==> config.mk <==
export PLATFORM = sky130hd
export DESIGN_NAME = c8_pkt_sched
export DESIGN_NICKNAME = d
export VERILOG_FILES = /design/src/rtl/c8_pkt_sched.sv
export SDC_FILE = /design/constraint.sdc
export NUM_CORES = 1
export LEC_CHECK = 0
export CELL_PAD_IN_SITES_DETAIL_PLACEMENT = 1
export CELL_PAD_IN_SITES_GLOBAL_PLACEMENT = 2
export CORE_ASPECT_RATIO = 0.6
export CORE_MARGIN = 2
export CORE_UTILIZATION = 28
export DETAILED_ROUTE_END_ITERATION = 8
export PLACE_DENSITY_LB_ADDON = 0.05
export SLEW_MARGIN = 15
export SYNTH_ARGS = -nofsm -noshare
export SYNTH_HDL_FRONTEND = slang
export SYNTH_SLANG_ARGS = --single-unit
==> constraint.sdc <==
create_clock -name clk -period 2.75 [get_ports clk]
set_input_delay 0.275 -clock clk [delete_from_list [all_inputs] [get_ports clk]]
set_output_delay 0.275 -clock clk [all_outputs]
set_load 0.01 [all_outputs]
==> src/rtl/c8_pkt_sched.sv <==
// Round-robin byte-stream scheduler feeding a 480-bit word packer.
// The packer-facing outputs are registered and trail the state register by one cycle.
module c8_pkt_sched #(
  parameter int NUM_REQ   = 4,
  parameter int MAX_BYTES = 60
) (
  input  logic                 clk,
  input  logic                 rst,
  input  logic [NUM_REQ-1:0]   req_valid,
  input  logic [8*NUM_REQ-1:0] req_data,
  input  logic [NUM_REQ-1:0]   req_last,
  output logic [NUM_REQ-1:0]   req_ready,
  output logic [7:0]           pk_data,
  output logic                 pk_valid,
  output logic                 pk_newpkt,
  output logic [7:0]           pk_src_port,
  output logic                 busy,
  output logic [15:0]          drop_cnt
);

  localparam int PW = $clog2(NUM_REQ);
  localparam int NW = $clog2(MAX_BYTES + 1);

  localparam logic [1:0] ARB    = 2'd0;
  localparam logic [1:0] STREAM = 2'd1;
  localparam logic [1:0] PAD    = 2'd2;
  localparam logic [1:0] FLUSH  = 2'd3;

  logic [1:0]    state_q,    state_d;
  logic [PW-1:0] rrPtr_q,    rrPtr_d;
  logic [PW-1:0] grant_q,    grant_d;
  logic [NW-1:0] byteCnt_q,  byteCnt_d;
  logic [NW-1:0] padCnt_q,   padCnt_d;
  logic [15:0]   dropCnt_q,  dropCnt_d;
  logic [7:0]    pkData_q,   pkData_d;
  logic          pkValid_q,  pkValid_d;
  logic          pkNewpkt_q, pkNewpkt_d;
  logic [7:0]    srcPort_q,  srcPort_d;

  logic          anyValid;
  logic [PW-1:0] grantIdx;
  logic          curValid;
  logic          curLast;
  logic [7:0]    curData;
  logic [NW-1:0] padRem;

  // First valid requester in the order rrPtr, rrPtr+1, ... with wrap-around.
  always_comb begin
    int idx;
    idx      = 0;
    anyValid = 1'b0;
    grantIdx = '0;
    for (int k = 0; k < NUM_REQ; k++) begin
      idx = int'(rrPtr_q) + k;
      if (idx >= NUM_REQ) idx = idx - NUM_REQ;
      if (!anyValid && req_valid[PW'(idx)]) begin
        anyValid = 1'b1;
        grantIdx = PW'(idx);
      end
    end
  end

  assign curValid = req_valid[grant_q];
  assign curLast  = req_last[grant_q];
  assign curData  = 8'(req_data >> (8 * grant_q));

  always_comb begin
    req_ready = '0;
    if (state_q == STREAM) req_ready[grant_q] = 1'b1;
  end

  always_comb begin
    state_d    = state_q;
    rrPtr_d    = rrPtr_q;
    grant_d    = grant_q;
    byteCnt_d  = byteCnt_q;
    padCnt_d   = padCnt_q;
    dropCnt_d  = dropCnt_q;
    srcPort_d  = srcPort_q;
    pkData_d   = 8'h00;
    pkValid_d  = 1'b0;
    pkNewpkt_d = 1'b0;
    padRem     = '0;
    case (state_q)
      ARB: begin
        if (anyValid) begin
          grant_d   = grantIdx;
          srcPort_d = 8'(grantIdx);
          rrPtr_d   = (grantIdx == PW'(NUM_REQ - 1)) ? '0 : grantIdx + 1'b1;
          state_d   = STREAM;
        end
      end
      STREAM: begin
        if (curValid) begin
          if (byteCnt_q < NW'(MAX_BYTES)) begin
            pkValid_d = 1'b1;
            pkData_d  = curData;
            byteCnt_d = byteCnt_q + 1'b1;
          end else if (dropCnt_q != 16'hFFFF) begin
            dropCnt_d = dropCnt_q + 16'd1;
          end
          // Pad length counts the final byte only if it was forwarded.
          if (curLast) begin
            padRem   = NW'(MAX_BYTES) - byteCnt_d;
            padCnt_d = (padRem == '0) ? NW'(1) : padRem;
            state_d  = PAD;
          end
        end
      end
      PAD: begin
        if (padCnt_q <= NW'(1)) state_d = FLUSH;
        else                    padCnt_d = padCnt_q - 1'b1;
      end
      FLUSH: begin
        pkNewpkt_d = 1'b1;
        byteCnt_d  = '0;
        state_d    = ARB;
      end
      default: state_d = ARB;
    endcase
  end

  always_ff @(posedge clk) begin
    if (!rst) begin
      state_q    <= ARB;
      rrPtr_q    <= '0;
      grant_q    <= '0;
      byteCnt_q  <= '0;
      padCnt_q   <= '0;
      dropCnt_q  <= '0;
      pkData_q   <= 8'h00;
      pkValid_q  <= 1'b0;
      pkNewpkt_q <= 1'b0;
      srcPort_q  <= 8'h00;
    end else begin
      state_q    <= state_d;
      rrPtr_q    <= rrPtr_d;
      grant_q    <= grant_d;
      byteCnt_q  <= byteCnt_d;
      padCnt_q   <= padCnt_d;
      dropCnt_q  <= dropCnt_d;
      pkData_q   <= pkData_d;
      pkValid_q  <= pkValid_d;
      pkNewpkt_q <= pkNewpkt_d;
      srcPort_q  <= srcPort_d;
    end
  end

  assign pk_data     = pkData_q;
  assign pk_valid    = pkValid_q;
  assign pk_newpkt   = pkNewpkt_q;
  assign pk_src_port = srcPort_q;
  assign drop_cnt    = dropCnt_q;
  assign busy        = (state_q != ARB);

endmodule

==> impl_metrics.json <==
{
  "clock_latency_ps": 290,
  "cts_buffer_depth": 2,
  "hold_viol_final": 0,
  "worst-path-buf-inv": 3,
  "critPathSlowestCell": "clkdlybuf4s50_1",
  "dr.pass1.iters": 4,
  "placed_cells": 535,
  "worstSetupPathType": "reg2out",
  "die_w_microns": 134,
  "crit_chain": "inv_1 -> ha_1 -> inv_1 -> nor3_1 -> clkdlybuf4s50_1",
  "ys.flop_type": "dfxtp_1",
  "antenna_found_initial": 0,
  "start_util": 0.289,
  "arrival_ps": 2110,
  "dp_hpwl_microns": 6930,
  "cts_buffers": 5,
  "cts.sinks": 44,
  "hold_path.class": "reg2reg",
  "fin_nets": 458,
  "crit_path_frequent_cell": "inv_1",
  "rsz0062_at_grt": "false",
  "outcome": "finished clean",
  "io_buffer_count": 74,
  "overflow": 0,
  "rows": 28,
  "hold_depth": 2,
  "place_area_sq_mm": 0.00378,
  "ios": 81,
  "insertedDiodeCount": 0,
  "power_density_mw_per_mm2": 696,
  "drcViolationCount": 0,
  "p_leak_nw": 1.43,
  "vias": 2776,
  "rr_startpoint": "byteCnt_q[5]",
  "syn_area_per_cell_sq_um": 8.68,
  "clk_pin_slew_worst_paths_ps": 60,
  "h-tree-depth": 2,
  "post_cts_buffers": 0,
  "drv_slew": 0,
  "finClkSkew_ps": 8.26,
  "whs_endpoint": "drop_cnt[11]",
  "ys_ff_latch": 44,
  "n_fill_cell": 1161,
  "async_flop_share": 0,
  "rrSetupSlack_ps": 630,
  "cp_top_family": "buffers and inverters",
  "hold_start": "drop_cnt[11]",
  "grt_max_degree": 14,
  "syn_area_sq_mm": 0.00286,
  "relSlewSlack": 0.596,
  "end_kind": "output port",
  "gp_congestion": 0.814,
  "finalCritPeriodShare": 0.869,
  "cp-start-kind": "flop",
  "r2r_cells": 9,
  "cts_resized": 0,
  "stdcell_area_sq_mm": 0.00395,
  "drv_cap": 0,
  "fin_cells": 543,
  "wire_per_inst_microns": 16.3,
  "slowest_delay_ps": 590,
  "syn2layout_area_growth_pct": 38.2,
  "tightest_slew_ps": 601,
  "total_power_mw": 2.75,
  "drt_wl_total_microns": 8840,
  "die_y_microns": 82.2,
  "yosysSeqAreaShare": 0.309,
  "die_area_sq_mm": 0.0110,
  "coreArea_sq_mm": 0.00988,
  "drive_gt1_frac": 0.0980,
  "cp.required_ps": 2480,
  "syn_inst": 329,
  "setup_viol": 0,
  "reg2reg_to": "padCnt_q[1]",
  "grt_pass1_vias": 2726,
  "tritoncts": "yes",
  "finalSetupTns_ps": 0,
  "postCtsHoldBufs": 0,
  "yosys_warnings": 0,
  "synth_edf_count": 0,
  "vdd_drop_max_mv": 0.282,
  "min_period_ps": 2390,
  "ant_nets": 0,
  "drt-vias-per-instance": 5.11,
  "synth_cell_types": 68,
  "grt_pass1_wl_microns": 14200,
  "cts-root-buf": "clkbuf_16",
  "grtUsageTotal": 0.164,
  "max_freq_mhz": 418,
  "crit_fanout": 12,
  "drt_iter0_markers": 183
}
[cell type report]
class | instances | area, sq um | share of cell area
multi-input cells | 247 | 1800 | 0.456
well taps | 135 | 169 | 0.0428
clock buffers | 6 | 129 | 0.0327
inverters | 19 | 71.3 | 0.0181
clock inverters | 2 | 35.0 | 0.00888
flip-flops and latches | 44 | 881 | 0.223
repair buffers | 90 | 861 | 0.218
[through the flow]
| stage | hold slack (ps) | util | worst slack, ps |
|---|---|---|---|
| floorplan | 489 | - | 637 |
| global placement | 482 | 0.383 | 424 |
| detailed placement | 494 | 0.383 | 373 |
| CTS | 505 | 0.399 | 320 |
| global route | 549 | 0.399 | 188 |
| finish | 499 | 0.399 | 360 |
[flip-flops by register name (all words and copies together), names as in the netlist, named ones only]
register / count
byteCnt_q: 6
drop_cnt: 16
padCnt_q: 6
pk_data: 8
pk_newpkt: 1
pk_src_port: 2
pk_valid: 1
rrPtr_q: 1
state_q: 2
[layout by cell type (no fill, tap or decap), types with 5 or more instances in the layout]
cell and count:
buf_4 16, or3_1 8, nor2b_1 12, nor2_1 19, and2_1 5, xnor2_1 6, nand4_1 6, o21ai_0 12
nand2_1 24, conb_1 6, nand2b_1 6, o211ai_1 6, nor3_1 8, clkbuf_16 5, clkdlybuf4s50_1 74, inv_1 19
mux4_2 9, dfxtp_1 44, a21oi_1 22, ha_1 9, nand3_1 8
[power breakdown]
| group | switching (mW) | internal (mW) |
|---|---|---|
| logic | 0.650 | 0.570 |
| clock network | 0.261 | 0.428 |
| registers | 0.108 | 0.729 |
[synthesized netlist by cell type (all sizes together), types with 2 or more instances]
cell type / instances / area share
a211oi: 2 / 0.0053
a21o: 2 / 0.0053
a21oi: 23 / 0.044
a221o: 2 / 0.0070
a22oi: 4 / 0.011
a2bb2oi: 2 / 0.0061
a31o: 2 / 0.0061
a31oi: 3 / 0.0066
and2: 5 / 0.011
and3: 5 / 0.013
and4: 4 / 0.012
buf: 8 / 0.021
clkbuf: 16 / 0.021
dfxtp: 44 / 0.31
ha: 9 / 0.039
inv: 19 / 0.025
mux2i: 4 / 0.014
mux4: 10 / 0.080
nand2: 24 / 0.032
nand2b: 6 / 0.013
nand3: 9 / 0.018
nand4: 7 / 0.021
nor2: 19 / 0.025
nor2b: 12 / 0.026
nor3: 9 / 0.018
nor3b: 3 / 0.0079
nor4: 4 / 0.0088
nor4b: 2 / 0.0061
o2111ai: 2 / 0.012
o211ai: 7 / 0.020
o21ai: 17 / 0.034
o21bai: 2 / 0.0053
o221ai: 2 / 0.0061
o31ai: 3 / 0.0079
or3: 8 / 0.018
or4: 4 / 0.011
xnor2: 6 / 0.018
xor2: 2 / 0.0061
[worst max path at each step]
| stage | slack (ps) | depth (start not counted) | endpoint | start |
|---|---|---|---|---|
| final | 360 | 5 | req_ready[0] | state_q[1] |
| after global routing | 190 | 5 | req_ready[0] | state_q[1] |
| after CTS | 320 | 5 | req_ready[0] | state_q[1] |
| after detailed placement | 370 | 6 | drop_cnt[13] | req_valid[1] |
| after global placement | 420 | 6 | drop_cnt[6] | req_valid[1] |
| after floorplan | 640 | 9 | padCnt_q[1] | byteCnt_q[2] |
[worst register-to-register path, delay by kind of cell (launching register included)]
family	cells	cell delay, ps
buffers and inverters	2	370
DFF	1	450
xor gates and xnor gates	1	230
AOI/OAI and AO/OA	4	580
adders and majority gates	1	250
and+or+nand+nor	1	110
[cell families (layout without fill, tap and decap cells)]
family / Yosys count / after routing / synth area share
adders and majority gates: 10 / 10 / 0.0429
muxes: 15 / 15 / 0.0982
buffers and inverters: 43 / 117 / 0.0679
xor gates and xnor gates: 8 / 8 / 0.0245
DFF: 44 / 44 / 0.308
AOI/OAI and AO/OA: 86 / 86 / 0.216
other: 1 / 6 / 0.00131
and+or+nand+nor: 122 / 122 / 0.241
[layer usage]
layer,GRT usage,part of all wire
met5,0,0
met4,0.0221,0.0051
met3,0.0507,0.060
met2,0.222,0.38
met1,0.255,0.55
No activity file was read; power rests on OpenSTA's default activity.
